### config.mk
export PLATFORM = sky130hd
export DESIGN_NAME = pc_ras_unit
export DESIGN_NICKNAME = d
export VERILOG_FILES = /design/src/rtl/pc_ras_unit.sv
export SDC_FILE = /design/constraint.sdc
export NUM_CORES = 1
export LEC_CHECK = 0
export ABC_AREA = 1
export CELL_PAD_IN_SITES_DETAIL_PLACEMENT = 2
export CELL_PAD_IN_SITES_GLOBAL_PLACEMENT = 2
export CORE_AREA = 2 2 172 174
export CTS_CLUSTER_SIZE = 24
export DETAILED_ROUTE_END_ITERATION = 12
export DIE_AREA = 0 0 174 176
export DONT_BUFFER_PORTS = 1
export HOLD_SLACK_MARGIN = 0.02
export PLACE_DENSITY_LB_ADDON = 0.3
export SLEW_MARGIN = 25
export SYNTH_ARGS = -nofsm -noshare
export SYNTH_HDL_FRONTEND = slang
export SYNTH_SLANG_ARGS = --single-unit
### constraint.sdc
create_clock -name CLK -period 9.3 [get_ports CLK]
set_input_delay 1.86 -clock CLK [delete_from_list [all_inputs] [get_ports CLK]]
set_output_delay 1.86 -clock CLK [all_outputs]
set_load 0.02 [all_outputs]
### src/rtl/pc_ras_unit.sv
// Program counter with next-PC priority selection and a circular return-address stack.
// JAL pushes the return address, JR pops it, and a popped address that disagrees with jr_target raises a one-cycle pulse.
module pc_ras_unit #(
  parameter int unsigned          PC_W      = 32,
  parameter logic [PC_W-1:0]      RESET_PC  = 32'h0000_0000,
  parameter int unsigned          INC       = 4,
  parameter int unsigned          RAS_DEPTH = 4
) (
  input  logic                           CLK,
  input  logic                           nRST,
  input  logic                           pc_en,
  input  logic                           redirect,
  input  logic [PC_W-1:0]                redirect_target,
  input  logic                           branch_taken,
  input  logic [PC_W-1:0]                branch_target,
  input  logic                           jump,
  input  logic                           jal,
  input  logic [PC_W-1:0]                jump_target,
  input  logic                           jr,
  input  logic [PC_W-1:0]                jr_target,
  output logic [PC_W-1:0]                pc_curr,
  output logic [PC_W-1:0]                pc_next,
  output logic [PC_W-1:0]                pc_plus_inc,
  output logic [PC_W-1:0]                ras_top,
  output logic                           ras_valid,
  output logic [$clog2(RAS_DEPTH+1)-1:0] ras_count,
  output logic                           ras_mispredict
);

  localparam int unsigned PTR_W = $clog2(RAS_DEPTH);
  localparam int unsigned CNT_W = $clog2(RAS_DEPTH+1);

  logic [PC_W-1:0]  pc_q, pc_d;
  logic [PC_W-1:0]  stack_q [RAS_DEPTH];
  logic [PTR_W-1:0] sp_q, sp_d;       // next free slot; on a full stack it holds the oldest entry
  logic [CNT_W-1:0] cnt_q, cnt_d;
  logic             mis_q, mis_d;
  logic [PTR_W-1:0] top_idx;
  logic             do_push, do_pop;

  assign pc_plus_inc = pc_q + PC_W'(INC);
  assign top_idx     = sp_q - PTR_W'(1);
  assign ras_valid   = (cnt_q != '0);
  assign ras_top     = ras_valid ? stack_q[top_idx] : '0;

  always_comb begin
    pc_next = pc_plus_inc;
    if (redirect)               pc_next = redirect_target;
    else if (jr)                pc_next = jr_target;
    else if (jal || jump)       pc_next = jump_target;
    else if (branch_taken)      pc_next = branch_target;
  end

  // JR wins over a simultaneous JAL, and a redirect leaves the stack untouched.
  assign do_push = pc_en && !redirect && !jr && jal;
  assign do_pop  = pc_en && !redirect && jr && ras_valid;

  always_comb begin
    pc_d  = pc_q;
    sp_d  = sp_q;
    cnt_d = cnt_q;
    mis_d = 1'b0;
    if (pc_en) pc_d = pc_next;
    if (do_push) begin
      sp_d = sp_q + PTR_W'(1);
      if (cnt_q != CNT_W'(RAS_DEPTH)) cnt_d = cnt_q + CNT_W'(1);
    end else if (do_pop) begin
      sp_d  = top_idx;
      cnt_d = cnt_q - CNT_W'(1);
      mis_d = (ras_top != jr_target);
    end
  end

  always_ff @(posedge CLK) begin
    if (!nRST) begin
      pc_q  <= RESET_PC;
      sp_q  <= '0;
      cnt_q <= '0;
      mis_q <= 1'b0;
      for (int i = 0; i < RAS_DEPTH; i++) stack_q[i] <= '0;
    end else begin
      pc_q  <= pc_d;
      sp_q  <= sp_d;
      cnt_q <= cnt_d;
      mis_q <= mis_d;
      if (do_push) stack_q[sp_q] <= pc_plus_inc;
    end
  end

  assign pc_curr        = pc_q;
  assign ras_count      = cnt_q;
  assign ras_mispredict = mis_q;

endmodule

==> flow_summary.yaml, run 1 <==
global_route:
  grt_pass1_wl_mm: 69.91
  grt_remaining_overflow: 0
  grt_pass1_vias: 11300
  grt_max_degree: 66
  grtUsageTotal_pct: 30.78
  antenna_found_initial: 1
drt:
  dr.pass1.iters: 5
  postRouteAntennaNets: 0
  drc: 0
  vias: 10380
  avgViaCountPerCell: 5.445
  totalWireLength_mm: 47.03
  drt_iter0_drc: 623
  routedWlPerCell_microns: 24.66
placement:
  place_hpwl_mm: 34.55
  routabilityCongestion: 0.9120
  place_ws_ns: 3.908
  port_buffers: 0
floorplanning:
  fp.coreArea_sq_um: 28550
  ioPinCount: 269
  die_h_microns: 176
  die_area_sq_um: 30620
  rows: 62
  dieWidth_microns: 174
  initial_core_util_pct: 36.78
power:
  power_density_nw_per_um2: 169.9
  ir_drop_uv: 100.6
  p_leak_nw: 5.390
clocking:
  cts_tree: "yes"
  holdBufCountCts: 0
  clkLatencyLatePin_ns: 0.46
  clockBufferDepth: 2
  clock_sinks: 166
  cts_resized: 0
  htree_levels: 4
  post_cts_buffers: 0
  clk_pin_slew_ns: 0.08
  cts_buffers: 17
  root_buffer: "clkbuf_16"
timing:
  finClkSkew_ns: 0.01281
  drv_slew: 0
  fin_tns_setup_ns: 0
  period_minus_slack_ns: 5.386
  rsz0062_at_grt: "false"
  max_freq_ghz: 0.1857
  setup_viol: 0
  slew-limit-headroom_pct: 31.09
  setup_ws_ns: 3.914
  min_period_over_period_pct: 57.92
  worst_pin_slew_ns: 1.030
  hold_viol: 0
critical_path:
  worst_setup_path_end_kind: "output port"
  cp_max_fo: 24
  worstSetupStartpointType: "input port"
  path_class: "input port to output port"
  critPathRequiredTime_ns: 7.44
  arrival_ns: 3.53
finish:
  area_growth_pct: 7.961
  mostFrequentLayoutCells: "628 x nand2_1, 235 x nor2_1, 164 x inv_1, 128 x edfxtp_1, 92 x a21oi_1"
  fin_nets: 1647
  mostFrequentLayoutCell: "nand2_1"
  drive_gt1_share_pct: 5.125
synth:
  netlist.area_leader.share_pct: 36.61
  synth_fp_nets: 1690
  syn_inst: 1552
  ys_seq_area_share_pct: 43.86
  yosysUniqueCellTypes: 35
  syn-cell-area_sq_um: 10500
  ys_top_cells_by_area: "edfxtp_1 37%, nand2_1 23%, nor2_1 8.4%"
  ys.warnings.count: 0
  ys_ff_latch: 166
  synth.largest_area_cell: "edfxtp_1"
  synth.avg_cell_area_sq_um: 6.765
worst_hold_path:
  holdCritPathClass: "flop to flop"
run:
  maxCapViolations: 0
outcome:
  status: "complete, no violations"
metrics by stage:
step | hold WS, ns | cell area (sq um) | total power [mW] | instances | util [%]
2_1_floorplan | 0.5470 | 10500 | 1.115 | 1552 | -
3_3_place_gp | 0.5877 | 10730 | 1.200 | 1874 | 37.59
3_5_place_dp | 0.6043 | 10730 | 1.216 | 1874 | 37.59
4_1_cts | 0.6243 | 11320 | 1.930 | 1906 | 39.65
5_1_grt | 0.6418 | 11330 | 1.988 | 1907 | 39.70
6_report | 0.6322 | 11330 | 1.926 | 1907 | 39.70
state kept, by name, indices dropped and copies added (netlist names):
name / cells
ras_count: 3
pc_curr: 32
stack_q: 128
ras_mispredict: 1
sp_q: 2
cells by family after synthesis:
logic type,share of synthesized area [%]
flip-flops,43.86
buffers and inverters,9.570
AO/OA/AOI/OAI,7.460
AND/OR/NAND/NOR,37.39
XOR/XNOR,1.418
adder cells (fa/ha/maj),0.3098
critical path, stage by stage:
cell      delay, ns
inv_1          0.54
buf_4          0.38
o21ai_0        0.10
o21ai_0        0.18
o211ai_1       0.13
o21ai_0        0.30
synthesized netlist by cell type (all sizes together):
cell type / instances
xor2: 10
nand3b: 7
ha: 1
dfxtp: 38
nor2: 246
nand3: 77
edfxtp: 128
nand4: 2
and2: 1
a21oi: 92
o21ai: 39
xnor2: 1
fa: 1
o211ai: 14
clkbuf: 37
buf: 39
nand2: 638
clkinv: 1
nor3: 7
or2: 1
inv: 169
a211oi: 3
worst paths after layout:
kind	depth (start not counted)	slack [ns]	end	from
worst max-delay path	6	3.91	pc_next[6]	branch_taken
worst min-delay path	2	0.63	ras_count[1]	ras_count[1]
worst max register to register	14	6.09	ras_mispredict	sp_q[0]
worst min register to register	2	0.63	ras_count[1]	ras_count[1]
power breakdown:
| group | switching [mW] | internal [mW] | leakage [nW] |
|---|---|---|---|
| combinational | 0.263 | 0.0688 | 3.47 |
| sequential | 0.0443 | 0.829 | 1.64 |
| clock | 0.362 | 0.359 | 0.283 |
| total | 0.670 | 1.26 | 5.39 |
area by class of cell:
cell class | count | area, sq um
timing repair buffer | 14 | 105.1
sequential | 166 | 4604
clock inverter | 15 | 162.7
tap | 384 | 480.5
antenna | 1 | 2.502
clock buffer | 17 | 425.4
multi-input combinational | 1140 | 4916
fill | 3520 | 17210
inverter | 170 | 638.1
metal layers:
metal,track usage (%),up-vias,part of all wire (%)
met4,13.48,0,4.0
met5,0,-,0
li1,-,4748,-
met2,53.19,303,49
met1,37.14,5245,41
met3,6.481,87,5.4
Power figures use the tool's default switching activity.
==> run 2: changes to the inputs <==
--- a/config.mk
+++ b/config.mk
@@ -5,13 +5,13 @@
 export SDC_FILE = /design/constraint.sdc
 export NUM_CORES = 1
 export LEC_CHECK = 0
-export ABC_AREA = 1
+export ABC_AREA = 0
 export CELL_PAD_IN_SITES_DETAIL_PLACEMENT = 2
 export CELL_PAD_IN_SITES_GLOBAL_PLACEMENT = 2
-export CORE_AREA = 2 2 172 174
+export CORE_AREA = 2 2 162 164
 export CTS_CLUSTER_SIZE = 24
 export DETAILED_ROUTE_END_ITERATION = 12
-export DIE_AREA = 0 0 174 176
+export DIE_AREA = 0 0 164 166
 export DONT_BUFFER_PORTS = 1
 export HOLD_SLACK_MARGIN = 0.02
 export PLACE_DENSITY_LB_ADDON = 0.3
==> constraint.sdc (replaced) <==
create_clock -name CLK -period 5.5 [get_ports CLK]
set_input_delay 1.1 -clock CLK [delete_from_list [all_inputs] [get_ports CLK]]
set_output_delay 1.1 -clock CLK [all_outputs]
set_load 0.02 [all_outputs]
==> flow_summary.yaml, run 2 <==
outcome:
  status: "complete, no violations"
floorplanning:
  die_h_microns: 166
  rows: 59
  ioPinCount: 269
  initial_core_util_pct: 38.08
  die_area_sq_um: 27220
  fp.coreArea_sq_um: 25620
  dieWidth_microns: 164
drt:
  drc: 0
  dr.pass1.iters: 5
  drt_iter0_drc: 622
  totalWireLength_mm: 41.80
  routedWlPerCell_microns: 31.64
  postRouteAntennaNets: 0
  vias: 8358
  avgViaCountPerCell: 6.327
critical_path:
  cp_num_cells: 7
  crit_slowest_cell: "dfxtp_1"
  regToRegSetupSlack_ns: 2.09
  critical_path.top_delay_family: "simple AND/OR/NAND/NOR gates"
  critPathRequiredTime_ns: 4.40
  ff2ff_path_depth: 7
  path_class: "flop to output port"
  worst_setup_path_end_kind: "output port"
  worstSetupStartpointType: "flop"
  rr_startpoint: "sp_q[0]"
  cp_num_buf_inv: 0
  cp_max_fo: 11
  cp-startpoint: "pc_curr[2]"
  worstSetupEndpoint: "pc_next[22]"
  regToRegEndpoint: "ras_mispredict"
  worstPathCellList: "ha_1, and3_2, nand3_4, or4_4, xor2_1, a221o_1, nand2_1"
  slowest_delay_ns: 0.71
  arrival_ns: 3.71
finish:
  area_growth_pct: 8.479
  mostFrequentLayoutCell: "nor2_1"
  fin_nets: 1110
  mostFrequentLayoutCells: "174 x nor2_1, 128 x edfxtp_1, 81 x nand2_1, 59 x inv_1, 48 x o21ai_0"
  largest_reg_flops: 128
  drive_gt1_share_pct: 10.86
  regMostFlops: "stack_q"
run:
  maxCapViolations: 0
clocking:
  htree_levels: 4
  clockBufferDepth: 2
  clock_sinks: 166
  cts_buffers: 17
  root_buffer: "clkbuf_16"
  holdBufCountCts: 0
  post_cts_buffers: 0
  clk_pin_slew_ns: 0.07
  clkLatencyLatePin_ns: 0.45
  cts_tree: "yes"
  cts_resized: 0
placement:
  port_buffers: 0
  place_ws_ns: 1.274
  place_hpwl_mm: 30.29
  routabilityCongestion: 0.8770
timing:
  finClkSkew_ns: 0.01334
  max_freq_ghz: 0.2077
  drv_slew: 0
  slew-limit-headroom_pct: 28.96
  setup_viol: 0
  min_period_over_period_pct: 87.53
  worst_pin_slew_ns: 1.058
  period_minus_slack_ns: 4.814
  rsz0062_at_grt: "false"
  hold_viol: 0
  setup_ws_ns: 0.6860
  fin_tns_setup_ns: 0
global_route:
  grt_remaining_overflow: 0
  grt_pass1_vias: 8848
  antenna_found_initial: 1
  grtUsageTotal_pct: 30.77
  grt_pass1_wl_mm: 61.00
  grt_max_degree: 60
synth:
  post-synth-top-count-cell: "nor2_1"
  synth.avg_cell_area_sq_um: 9.725
  ys_ff_latch: 166
  async_flop_share_pct: 0
  yosysUniqueCellTypes: 71
  synth.largest_area_cell: "edfxtp_1"
  ys_seq_area_share_pct: 47.20
  ys.flop_type: "edfxtp_1"
  synth-edff-count: 128
  netlist.area_leader.share_pct: 39.40
  ys.warnings.count: 0
  syn-cell-area_sq_um: 9754
  ys_top_cells_by_area: "edfxtp_1 39%, dfxtp_1 7.8%, mux4_2 7.2%"
  ys_top_cells_by_count: "175 x nor2_1, 128 x edfxtp_1, 81 x nand2_1"
  synth_fp_nets: 1141
  syn_inst: 1003
power:
  ir_drop_uv: 185.6
  p_leak_nw: 3.770
  power_density_nw_per_um2: 302.7
worst_hold_path:
  holdCritPathClass: "flop to flop"
  hold_path_depth: 2
-- run 2: how the worst min path moves through the flow --
stage | slack [ns] | start | end
after floorplan | 0.60 | pc_curr[16] | pc_curr[16]
after global placement | 0.65 | ras_count[1] | ras_count[1]
after detailed placement | 0.67 | pc_curr[24] | pc_curr[24]
after CTS | 0.68 | pc_curr[24] | pc_curr[24]
after global routing | 0.72 | sp_q[0] | sp_q[0]
final | 0.69 | sp_q[0] | sp_q[0]
-- run 2: tightest hold or removal path: stages (launching register included) --
cell     delay (ns)
dfxtp_2        0.43
xnor2_1        0.20
nor2_1         0.04
-- run 2: cell families (layout without fill, tap and decap cells) --
group | Yosys count | count (layout) | share of synthesized area, %
xor+xnor | 42 | 42 | 3.771
mux | 50 | 50 | 9.133
compound gates | 201 | 201 | 13.43
fa+ha+maj | 2 | 2 | 0.3335
other cells | 0 | 1 | 0
simple gates | 413 | 413 | 20.59
flops | 166 | 166 | 47.20
buf+inv | 129 | 111 | 5.541
-- run 2: layer usage --
metal / wire [microns] / track usage, % / up-vias
met1: 16510 / 38.21 / 4344
met2: 20570 / 51.44 / 363
met4: 1594 / 12.62 / 0
li1: - / - / 3580
met5: 0 / 0 / -
met3: 3118 / 7.118 / 71
-- run 2: cell type report --
cell class,count,area (sq um)
Clock inverter,15,143.9
Antenna cell,1,2.502
Sequential cell,166,4606
Timing Repair Buffer,19,142.6
Fill cell,2724,15030
Multi-Input combinational cell,708,4617
Tap cell,335,419.2
Clock buffer,17,425.4
Inverter,60,225.2
-- run 2: power by group --
part           total, mW  switching [mW]  internal, mW
sequential          1.49          0.0863          1.40
clock               1.21           0.575         0.636
combinational      0.504           0.355         0.149
total               3.20            1.02          2.19
-- run 2: metrics by stage --
stage | hold WS, ns | area, sq um | power [mW] | cells | util (%)
finish | 0.6899 | 10580 | 3.203 | 1321 | 41.31
floorplan | 0.6024 | 9754 | 1.868 | 1003 | -
global placement | 0.6462 | 10010 | 1.997 | 1288 | 39.08
CTS | 0.6819 | 10580 | 3.210 | 1320 | 41.30
detailed placement | 0.6677 | 10010 | 2.014 | 1288 | 39.08
global route | 0.7219 | 10580 | 3.293 | 1321 | 41.31
